[config.mk]
export PLATFORM = sky130hd
export DESIGN_NAME = mem_row_reader
export DESIGN_NICKNAME = d
export VERILOG_FILES = /design/src/rtl/mem_row_reader_pkg.sv /design/src/rtl/mem_row_reader_pix_fifo.sv /design/src/rtl/mem_row_reader.sv
export SDC_FILE = /design/constraint.sdc
export NUM_CORES = 1
export LEC_CHECK = 0
export CORE_MARGIN = 2
export CORE_UTILIZATION = 50
export CTS_BUF_LIST = sky130_fd_sc_hd__clkbuf_8
export DETAILED_ROUTE_END_ITERATION = 10
export GPL_TIMING_DRIVEN = 0
export PLACE_DENSITY = 0.84
export SLEW_MARGIN = 20
export SYNTH_ARGS = -nofsm -noshare
export SYNTH_HDL_FRONTEND = slang
export SYNTH_SLANG_ARGS = --single-unit
[constraint.sdc]
create_clock -name clk -period 2.85 [get_ports clk]
set_input_delay 0.57 -clock clk [delete_from_list [all_inputs] [get_ports clk]]
set_output_delay 0.57 -clock clk [all_outputs]
set_load 0.03 [all_outputs]
[src/rtl/mem_row_reader_pkg.sv]
// Shared types and width helpers for the row reader.
// State encoding, lane read latency, counter width functions.
package mem_row_reader_pkg;

   typedef enum logic [1:0] {
      IDLE  = 2'd0,
      ISSUE = 2'd1,
      DRAIN = 2'd2
   } state_t;

   // Fixed read latency of the BRAM lane
   localparam int READ_LAT = 2;

   // Index width for n entries, never below 1 bit
   function automatic int idx_w(input int n);
      return (n <= 1) ? 1 : $clog2(n);
   endfunction

   // Width able to hold the value n itself
   function automatic int cnt_w(input int n);
      return $clog2(n + 1);
   endfunction

endpackage

[src/rtl/mem_row_reader_pix_fifo.sv]
// Register-based first-word-fall-through FIFO with occupancy count.
// Ports: clk, rst_n, push/din, pop/dout, valid (non-empty), count.
module pix_fifo
   import mem_row_reader_pkg::*;
#(
   parameter int DEPTH = 4,
   parameter int DW    = 8
) (
   input  logic                    clk,
   input  logic                    rst_n,
   input  logic                    push,
   input  logic [DW-1:0]           din,
   input  logic                    pop,
   output logic [DW-1:0]           dout,
   output logic                    valid,
   output logic [cnt_w(DEPTH)-1:0] count
);

   localparam int PW = idx_w(DEPTH);
   localparam int CW = cnt_w(DEPTH);

   logic [DW-1:0] mem [DEPTH];
   logic [PW-1:0] wr_ptr;
   logic [PW-1:0] rd_ptr;

   // Depth need not be a power of two, so pointers wrap explicitly
   function automatic logic [PW-1:0] nxt(input logic [PW-1:0] p);
      return (p == PW'(DEPTH - 1)) ? '0 : p + PW'(1);
   endfunction

   always_ff @(posedge clk or negedge rst_n) begin
      if (!rst_n) begin
         for (int i = 0; i < DEPTH; i++) begin
            mem[i] <= '0;
         end
         wr_ptr <= '0;
         rd_ptr <= '0;
         count  <= '0;
      end else begin
         if (push) begin
            mem[wr_ptr] <= din;
            wr_ptr      <= nxt(wr_ptr);
         end
         if (pop) begin
            rd_ptr <= nxt(rd_ptr);
         end
         count <= count + CW'(push) - CW'(pop);
      end
   end

   assign dout  = mem[rd_ptr];
   assign valid = (count != '0);

endmodule

[src/rtl/mem_row_reader.sv]
// Row scan reader: issues lane reads for one row, streams pixels out.
// Ports: clk, rst_n, start/row in, busy/done out, mem_addr/mem_dout
// lane side, pix_data/pix_valid/pix_ready/pix_last stream side.
// Build option MEM_ROW_READER_TESTPAT_EN: pixels = col ^ row.
module mem_row_reader
   import mem_row_reader_pkg::*;
#(
   parameter int ADDR_BITS  = 11,
   parameter int DW         = 8,
   parameter int COLS       = 64,
   parameter int ROW_BITS   = 5,
   parameter int FIFO_DEPTH = 4
) (
   input  logic                 clk,
   input  logic                 rst_n,
   input  logic                 start,
   input  logic [ROW_BITS-1:0]  row,
   output logic                 busy,
   output logic                 done,
   output logic [ADDR_BITS-1:0] mem_addr,
   input  logic [DW-1:0]        mem_dout,
   output logic [DW-1:0]        pix_data,
   output logic                 pix_valid,
   input  logic                 pix_ready,
   output logic                 pix_last
);

   localparam int COL_W = idx_w(COLS);
   localparam int CNT_W = cnt_w(FIFO_DEPTH);

   state_t state, state_n;

   logic [COL_W-1:0]    col;
   logic [READ_LAT-1:0] pv;
   logic [READ_LAT-1:0] pl;
   logic [CNT_W-1:0]    fcnt;
   logic [CNT_W:0]      occ;
   logic [DW:0]         fhead;
   logic [DW-1:0]       push_d;
   logic                fvalid;
   logic                pop;
   logic                credit;
   logic                issue;
   logic                load;
   logic                last_col;
   logic                fin;

`ifdef MEM_ROW_READER_TESTPAT_EN
   logic [ROW_BITS-1:0] row_q;
   logic [DW-1:0]       pc [READ_LAT];
`endif

   assign pop      = fvalid && pix_ready;
   assign last_col = (col == COL_W'(COLS - 1));

   // Slots already promised: reads in the pipe plus FIFO entries
   always_comb begin
      occ = (CNT_W+1)'(fcnt);
      for (int i = 0; i < READ_LAT; i++) begin
         occ = occ + (CNT_W+1)'(pv[i]);
      end
   end

   // A pop this cycle frees a slot for a read issued now
   assign credit = (occ - (CNT_W+1)'(pop)) < (CNT_W+1)'(FIFO_DEPTH);

   always_ff @(posedge clk or negedge rst_n) begin
      if (!rst_n) state <= IDLE;
      else        state <= state_n;
   end

   always_comb begin
      state_n = state;
      issue   = 1'b0;
      load    = 1'b0;
      fin     = 1'b0;
      unique case (state)
         IDLE: begin
            if (start) begin
               load    = 1'b1;
               state_n = ISSUE;
            end
         end
         ISSUE: begin
            if (credit) begin
               issue = 1'b1;
               if (last_col) state_n = DRAIN;
            end
         end
         DRAIN: begin
            if (pop && pix_last) begin
               fin     = 1'b1;
               state_n = IDLE;
            end
         end
         default: state_n = IDLE;
      endcase
   end

   // mem_addr always holds the next address to read, so an issue
   // presents it in the same cycle the decision is made.
   always_ff @(posedge clk or negedge rst_n) begin
      if (!rst_n) begin
         col      <= '0;
         mem_addr <= '0;
         pv       <= '0;
         pl       <= '0;
         done     <= 1'b0;
      end else begin
         done <= fin;
         pv   <= {pv[READ_LAT-2:0], issue};
         pl   <= {pl[READ_LAT-2:0], issue && last_col};
         if (load) begin
            col      <= '0;
            mem_addr <= ADDR_BITS'(32'(row) * COLS);
         end else if (issue && !last_col) begin
            col      <= col + COL_W'(1);
            mem_addr <= mem_addr + ADDR_BITS'(1);
         end
      end
   end

`ifdef MEM_ROW_READER_TESTPAT_EN
   always_ff @(posedge clk or negedge rst_n) begin
      if (!rst_n) begin
         row_q <= '0;
         for (int i = 0; i < READ_LAT; i++) pc[i] <= '0;
      end else begin
         if (load) row_q <= row;
         pc[0] <= DW'(col);
         for (int i = 1; i < READ_LAT; i++) pc[i] <= pc[i-1];
      end
   end

   assign push_d = pc[READ_LAT-1] ^ DW'(row_q);
`else
   assign push_d = mem_dout;
`endif

   pix_fifo #(
      .DEPTH (FIFO_DEPTH),
      .DW    (DW + 1)
   ) u_fifo (
      .clk   (clk),
      .rst_n (rst_n),
      .push  (pv[READ_LAT-1]),
      .din   ({pl[READ_LAT-1], push_d}),
      .pop   (pop),
      .dout  (fhead),
      .valid (fvalid),
      .count (fcnt)
   );

   assign busy      = (state != IDLE);
   assign pix_valid = fvalid;
   assign pix_last  = fvalid ? fhead[DW]     : 1'b0;
   assign pix_data  = fvalid ? fhead[DW-1:0] : '0;

endmodule

# Word level (Yosys, flattened, before mapping)
# Index checks and enable logic that the tools add are counted.
# classes
addsub	9
n_lt_le_gt_ge	4
eq_ne	9
n_mux	25
bitwise	2
n_reduce_logical	11
# op_table
operator	count
bitwise mux 36 bit	1
2-to-1 mux 9 bit	3
2-to-1 mux 11 bit	2
binary-select mux 9 bit (select 2 bit)	1
demux 9 bit (select 2 bit)	1
2-to-1 mux 2 bit	6
2-to-1 mux 6 bit	2
adder 11 x 1 -> 11 bit, second input constant	1
2-to-1 mux 8 bit	1
inequality test 2 bit, second input constant	4
2-to-1 mux 1 bit	7
adder 6 x 1 -> 6 bit, second input constant	1
equality test 2 bit, second input constant	3
equality test 6 bit, second input constant	1
greater-or-equal comparator 3 bit, second input constant	2
inverter 2 -> 3 bit	2
one-hot mux 2 bit (3 select lines)	1
logical AND 1 bit	5
adder 2 x 1 -> 2 bit, second input constant	2
adder 3 x 1 -> 4 bit	1
adder 4 x 1 -> 4 bit	1
less-than comparator 4 x 3 -> 1 bit, second input constant	1
AND reduction 4 bit	1
nonzero test 2 bit	2
other kinds (8)	8
# word_totals
regBits	67
input_bits	17
out_inout_bits	23

# Logic depth before layout (Yosys ltp)
# logic_depth
ltp_word	9
mapped_depth	12
mapped_depth_nobuf	11

# Cells and area by module
# Synthesis repeated with hierarchy kept, for this count alone.
# hier_totals
hier_cells	274
area_unflattened_um2	3369.5
# by_module_without_submodules
mod	n_inst	cells_each	area_per_inst_um2	seq_area_each_um2
pix_fifo	1	119	1939.4	1076.0
mem_row_reader	1	155	1430.1	600.6

# Least setup slack after synthesis
# Ideal clock, no wire load.
# synth_timing
path_type	reg-to-reg
from	reg u_fifo.count[2]
to	reg mem_addr[4]
arrival_ps	2597
required_ps	2768
slack_ps	171
stages_incl_launch_ff	12
path_buffers	1
cell_sequence	dfrtp_1 -> or3_1 -> nand2_1 -> or2_2 -> nand2_1 -> ha_1 -> nand3_2 -> a2111oi_4 -> nor3_4 -> buf_4 -> nor3_1 -> mux2i_1
# synth_via
elab_chain_cells	8
# synth_rtl
element	line	rtl
start: declaration	mem_row_reader_pix_fifo.sv:16	output logic [cnt_w(DEPTH)-1:0] count
start signal: assignment	mem_row_reader_pix_fifo.sv:47	count <= count + CW'(push) - CW'(pop);
adder 3 x 1 -> 4 bit / nonzero test 3 bit (equally long branches)	mem_row_reader.sv:60, mem_row_reader_pix_fifo.sv:52	
adder 4 x 1 -> 4 bit / logical AND 1 bit (equally long branches)	mem_row_reader.sv:60, mem_row_reader.sv:53	
subtractor 4 x 1 -> 4 bit (*)	mem_row_reader.sv:65	assign credit = (occ - (CNT_W+1)'(pop)) < (CNT_W+1)'(FIFO_DEPTH);
less-than comparator 4 x 3 -> 1 bit (*)	mem_row_reader.sv:65	
2-to-1 mux 1 bit (*)	mem_row_reader.sv:85	if (credit) begin
2-to-1 mux 1 bit (*)	mem_row_reader.sv:77	unique case (state)
logical AND 1 bit (*)	mem_row_reader.sv:116	end else if (issue && !last_col) begin
nonzero test 2 bit (no source line) (*)	n/a	
end signal: assignment	mem_row_reader.sv:115	mem_addr <= ADDR_BITS'(32'(row) * COLS);
end signal: assignment	mem_row_reader.sv:118	mem_addr <= mem_addr + ADDR_BITS'(1);
end: declaration	mem_row_reader.sv:20	output logic [ADDR_BITS-1:0] mem_addr,
# Every way passes the cells marked *; elsewhere a longest branch is shown, timed or not.
# A chain may end at the register's enable or synchronous reset.

# Worst setup path after layout
# layout_timing
from	reg u_fifo.count[1]
to	reg mem_addr[10]
# The elaborated chain is that of the path after synthesis.

==> implementation parameters <==
Parameter                              Value

Run status
  Run status ... finished clean

Clock tree
  Buffer cell driving the clock tree root ... clkbuf_8
  CTS HTree Levels ... 3
  Clock latency on the worst-skew pair ... around 0.35 ns
  Num CTS Buffers ... 9
  CTS sink count ... between 60 and 70
  Max clock buf depth ... 2
  Clock-pin slew on the worst setup and hold paths ... roughly 0.080 ns
  # hold bufs at CTS ... 0
  TritonCTS clock tree ... built

Floorplan
  Core area ... approximately 6400 um2
  Initial Utilization ... a little over half
  Width of the chip ... 86.1 um
  FP Rows ... 29
  Height of the die ... about 86 um
  I/O pin cnt ... 40
  Die Outline Area ... approximately 7400 um2

Yosys
  Warnings from Yosys ... 0
  Mean area per synthesized cell ... between 10 and 15 um2
  Library cells used by synthesis ... 45
  Sequential area share after synthesis ... 49.7%
  Post-synthesis mux area share ... approximately 20%
  Most used flip-flop cell after synthesis ... dfrtp_1
  Share of synthesized flip-flops with an asynchronous set or reset ... 100%
  Syn Inst Count ... between 200 and 300
  Total nets after synthesis ... about 310
  Main combinational cell family by area after synthesis ... multiplexers
  Simple-gate share of the synthesized area ... about 16%
  Xor and xnor fraction of the mapped netlist area ... less than 1%
  Flip-flop and latch count after synthesis ... 67
  Synthesized area ... between 3000 and 4000 um2
  Post-synthesis adder-cell area fraction ... roughly 4.7%
  Post-synthesis compound-gate area fraction ... 6.60%
  Post-synth EDFFs ... 0

Routing
  Routed length per placed instance ... between 15 and 20 um
  Number of antenna-violating nets in the routed design ... 0
  DRC violations left ... 0
  Routed wire length ... roughly 7.0 mm
  Vias after detailed routing ... between 2k and 2.5k
  DRT Pass-1 Iters ... 4
  Iter 0 DRT Violations ... 160
  Average via count per standard cell ... ~6

Worst setup path
  Cell Chain, Critical Path ... or3_4 -> nand2_2 -> or2_2 -> nand2_1 -> ha_1 -> nand3_4 -> a2111oi_4 -> nor3_4 -> inv_2 -> buf_4 -> a21oi_1 -> a211o_1
  Startpoint type of the worst setup path ... flop
  Type of element capturing the critical path ... flop
  Register-to-Register Path Depth ... 12
  Critical-path cell with the highest stage delay ... dfrtp_2
  Slowest Stage Delay on Critical Path ... roughly 0.43 ns
  Critical path's top delay family ... simple AND/OR/NAND/NOR gates
  Worst Path Required ... between 3 and 4 ns
  WS Path Type ... reg -> reg
  Number of gates on the worst path with buffers counted ... 12
  Count of buffer and inverter cells on the critical path ... 2
  Maximum fanout along the worst path ... 6
  Endpoint arrival time on the critical path ... 2.98 ns

Layout
  Nets ... between 300 and 400
  Layout fillers ... 483
  Layout cells sized above 1 ... between 20 and 30%
  Area of all placed cells without fillers ... around 4200 um2
  Fin cells ... between 400 and 500
  Commonest non-fill, non-tap cell in the layout ... dfrtp_1
  Area overhead of the layout relative to synthesis ... 23.3%
  Commonest cells after routing, fill and taps aside ... dfrtp_1 (65), mux2_2 (37), clkdlybuf4s50_1 (28), nand2_1 (24), nand3_1 (18)
  Ant diodes ... 0
  Post-layout utilization of the core ... roughly two thirds

STA
  F_max ... approximately 370 MHz
  Final critical delay including setup and external delays ... around 2.7 ns
  Setup skew after layout ... 0.00739 ns
  Final worst slack ... around 0.11 ns
  Hold Worst Slack ... ~0.14 ns
  Fin Setup TNS ... 0 ns
  Final setup violation count ... 0
  Max-slew violation total from the final report ... 0
  Worst Max-Slew Pin Slew ... 0.534 ns
  Portion of the clock cycle consumed by the worst path in the final layout ... a little over nine tenths
  Rel. slew slack ... 64.4%
  Total count of hold-check failures in the final report ... 0

Power
  Internal power ... 2.85 mW
  Switching component of the power ... around 1.9 mW
  Sw frac ... between 30% and 40%
  Proportion of power drawn by combinational gates ... around half
  P_leak ... between 1.5 and 2 nW
  Clock network fraction of total power ... between 10% and 20%
  Total power per unit cell area ... between 1000 and 1500 nW/um2
  Power share of the sequential group ... 33.3%
  Post-route total power ... ~4.7 mW
  Peak ir drop on the vdd network ... ~0.46 mV

GRT
  Number of antenna violations at the first check in global routing ... 0
  Leftover overflow at the end of global routing ... 0
  Via count of the first global-routing pass ... ~2.5k
  Global-route wire length before repair ... between 10 and 15 mm
  Overall track demand over capacity in global routing ... approximately a fifth
  Pin count of the biggest net entering global routing ... 38

Hold path
  HP Class ... in -> async

Job
  Max Cap Violations ... 0

Placement
  Area post-placement ... 3880 um2
  Half-perimeter wire length after placement ... between 4 and 5 mm
  Port buffer count ... 39
  Placed insts ... approximately 400
  Routability-driven placement congestion ratio ... between 0.8 and 0.9
  Place WS ... -0.589 ns
[routing by layer]
metal	up-vias	GRT usage, %	routed length, um
met5	-	0	0
met4	0	10.5	129
met2	65	33.1	3530
met1	1242	26.5	3060
li1	1129	-	-
met3	11	4.04	304
[Yosys cell counts, types with 2 or more instances]
| cell | number | area share [%] |
|---|---|---|
| dfrtp_1 | 67 | 50 |
| mux2_2 | 37 | 12 |
| nand2_1 | 25 | 2.8 |
| nand3_1 | 18 | 2.7 |
| ha_1 | 11 | 4.1 |
| and2_1 | 10 | 1.9 |
| inv_1 | 9 | 1.0 |
| mux4_2 | 9 | 6.0 |
| clkbuf_1 | 8 | 0.89 |
| nor2_1 | 8 | 0.89 |
| o21ai_0 | 8 | 1.2 |
| a21oi_1 | 7 | 1.0 |
| mux2i_1 | 6 | 1.8 |
| and3_1 | 5 | 0.93 |
| nor3_1 | 5 | 0.74 |
| a211o_1 | 3 | 0.78 |
| nor4b_1 | 3 | 0.78 |
| or3_1 | 3 | 0.56 |
| a21o_1 | 2 | 0.45 |
| a21oi_2 | 2 | 0.52 |
| a31oi_1 | 2 | 0.37 |
| and4_1 | 2 | 0.52 |
| nand2b_1 | 2 | 0.37 |
| nand3b_1 | 2 | 0.45 |
| nand4_1 | 2 | 0.37 |
| nor3b_1 | 2 | 0.45 |
| nor4bb_1 | 2 | 0.59 |
| or2_2 | 2 | 0.37 |
[timing repair]
| action | CTS | global route |
|---|---|---|
| gates resized for setup | 19 | 4 |
| setup endpoints to repair | 28 | 15 |
| setup buffers | 4 | 3 |
| pin swaps | 3 | 1 |
[worst register-to-register path: cells and delay by family, from the launching register on]
family          cells  cell delay, ns
flops               1            0.43
buf+inv             2            0.24
simple gates        6            0.90
fa+ha+maj           1            0.31
compound gates      3            0.75
[power by group through the flow]
stage | clock network (mW) | logic, mW | registers [mW]
after global placement | 0 | 2.22 | 1.57
final | 0.731 | 2.43 | 1.58
after floorplan | 0 | 1.59 | 1.58
after detailed placement | 0 | 2.29 | 1.59
after CTS | 0.742 | 2.37 | 1.58
after global routing | 0.769 | 2.62 | 1.62
[cell families after synthesis]
group / count (synthesis)
AO/OA/AOI/OAI: 30
XOR/XNOR: 1
adder cells (fa/ha/maj): 12
buffers and inverters: 21
flip-flops: 67
multiplexers: 52
AND/OR/NAND/NOR: 96
[path summary, 6_finish.rpt]
kind                            startpoint               to  slack [ns]
hold / removal                       rst_n   u_fifo.mem[22]        0.14
setup reg to reg           u_fifo.count[1]     mem_addr[10]        0.11
max in group asynchronous            rst_n  u_fifo.count[1]        2.16
hold reg to reg                      pl[0]            pl[1]        0.35
setup / recovery           u_fifo.count[1]     mem_addr[10]        0.11
min in group clk                     pl[0]            pl[1]        0.35
[layout make-up]
class / instances / area [um2] / share of cell area [%]
inverters: 10 / 37.5 / 0.903
multi-input cells: 191 / 1650 / 39.7
plain buffers: 11 / 61.3 / 1.47
flip-flops and latches: 67 / 1680 / 40.4
repair buffers: 47 / 452 / 10.9
clock buffers: 11 / 151 / 3.64
clock inverters: 5 / 28.8 / 0.692
well taps: 77 / 96.3 / 2.32
[flip-flops by register name, indices dropped and copies added, names as in the netlist]
name           count
state              2
u_fifo.rd_ptr      2
u_fifo.count       3
col                6
pv                 2
u_fifo.mem        36
u_fifo.wr_ptr      2
mem_addr          11
pl                 2
done               1
No activity file was read; power rests on OpenSTA's default activity.
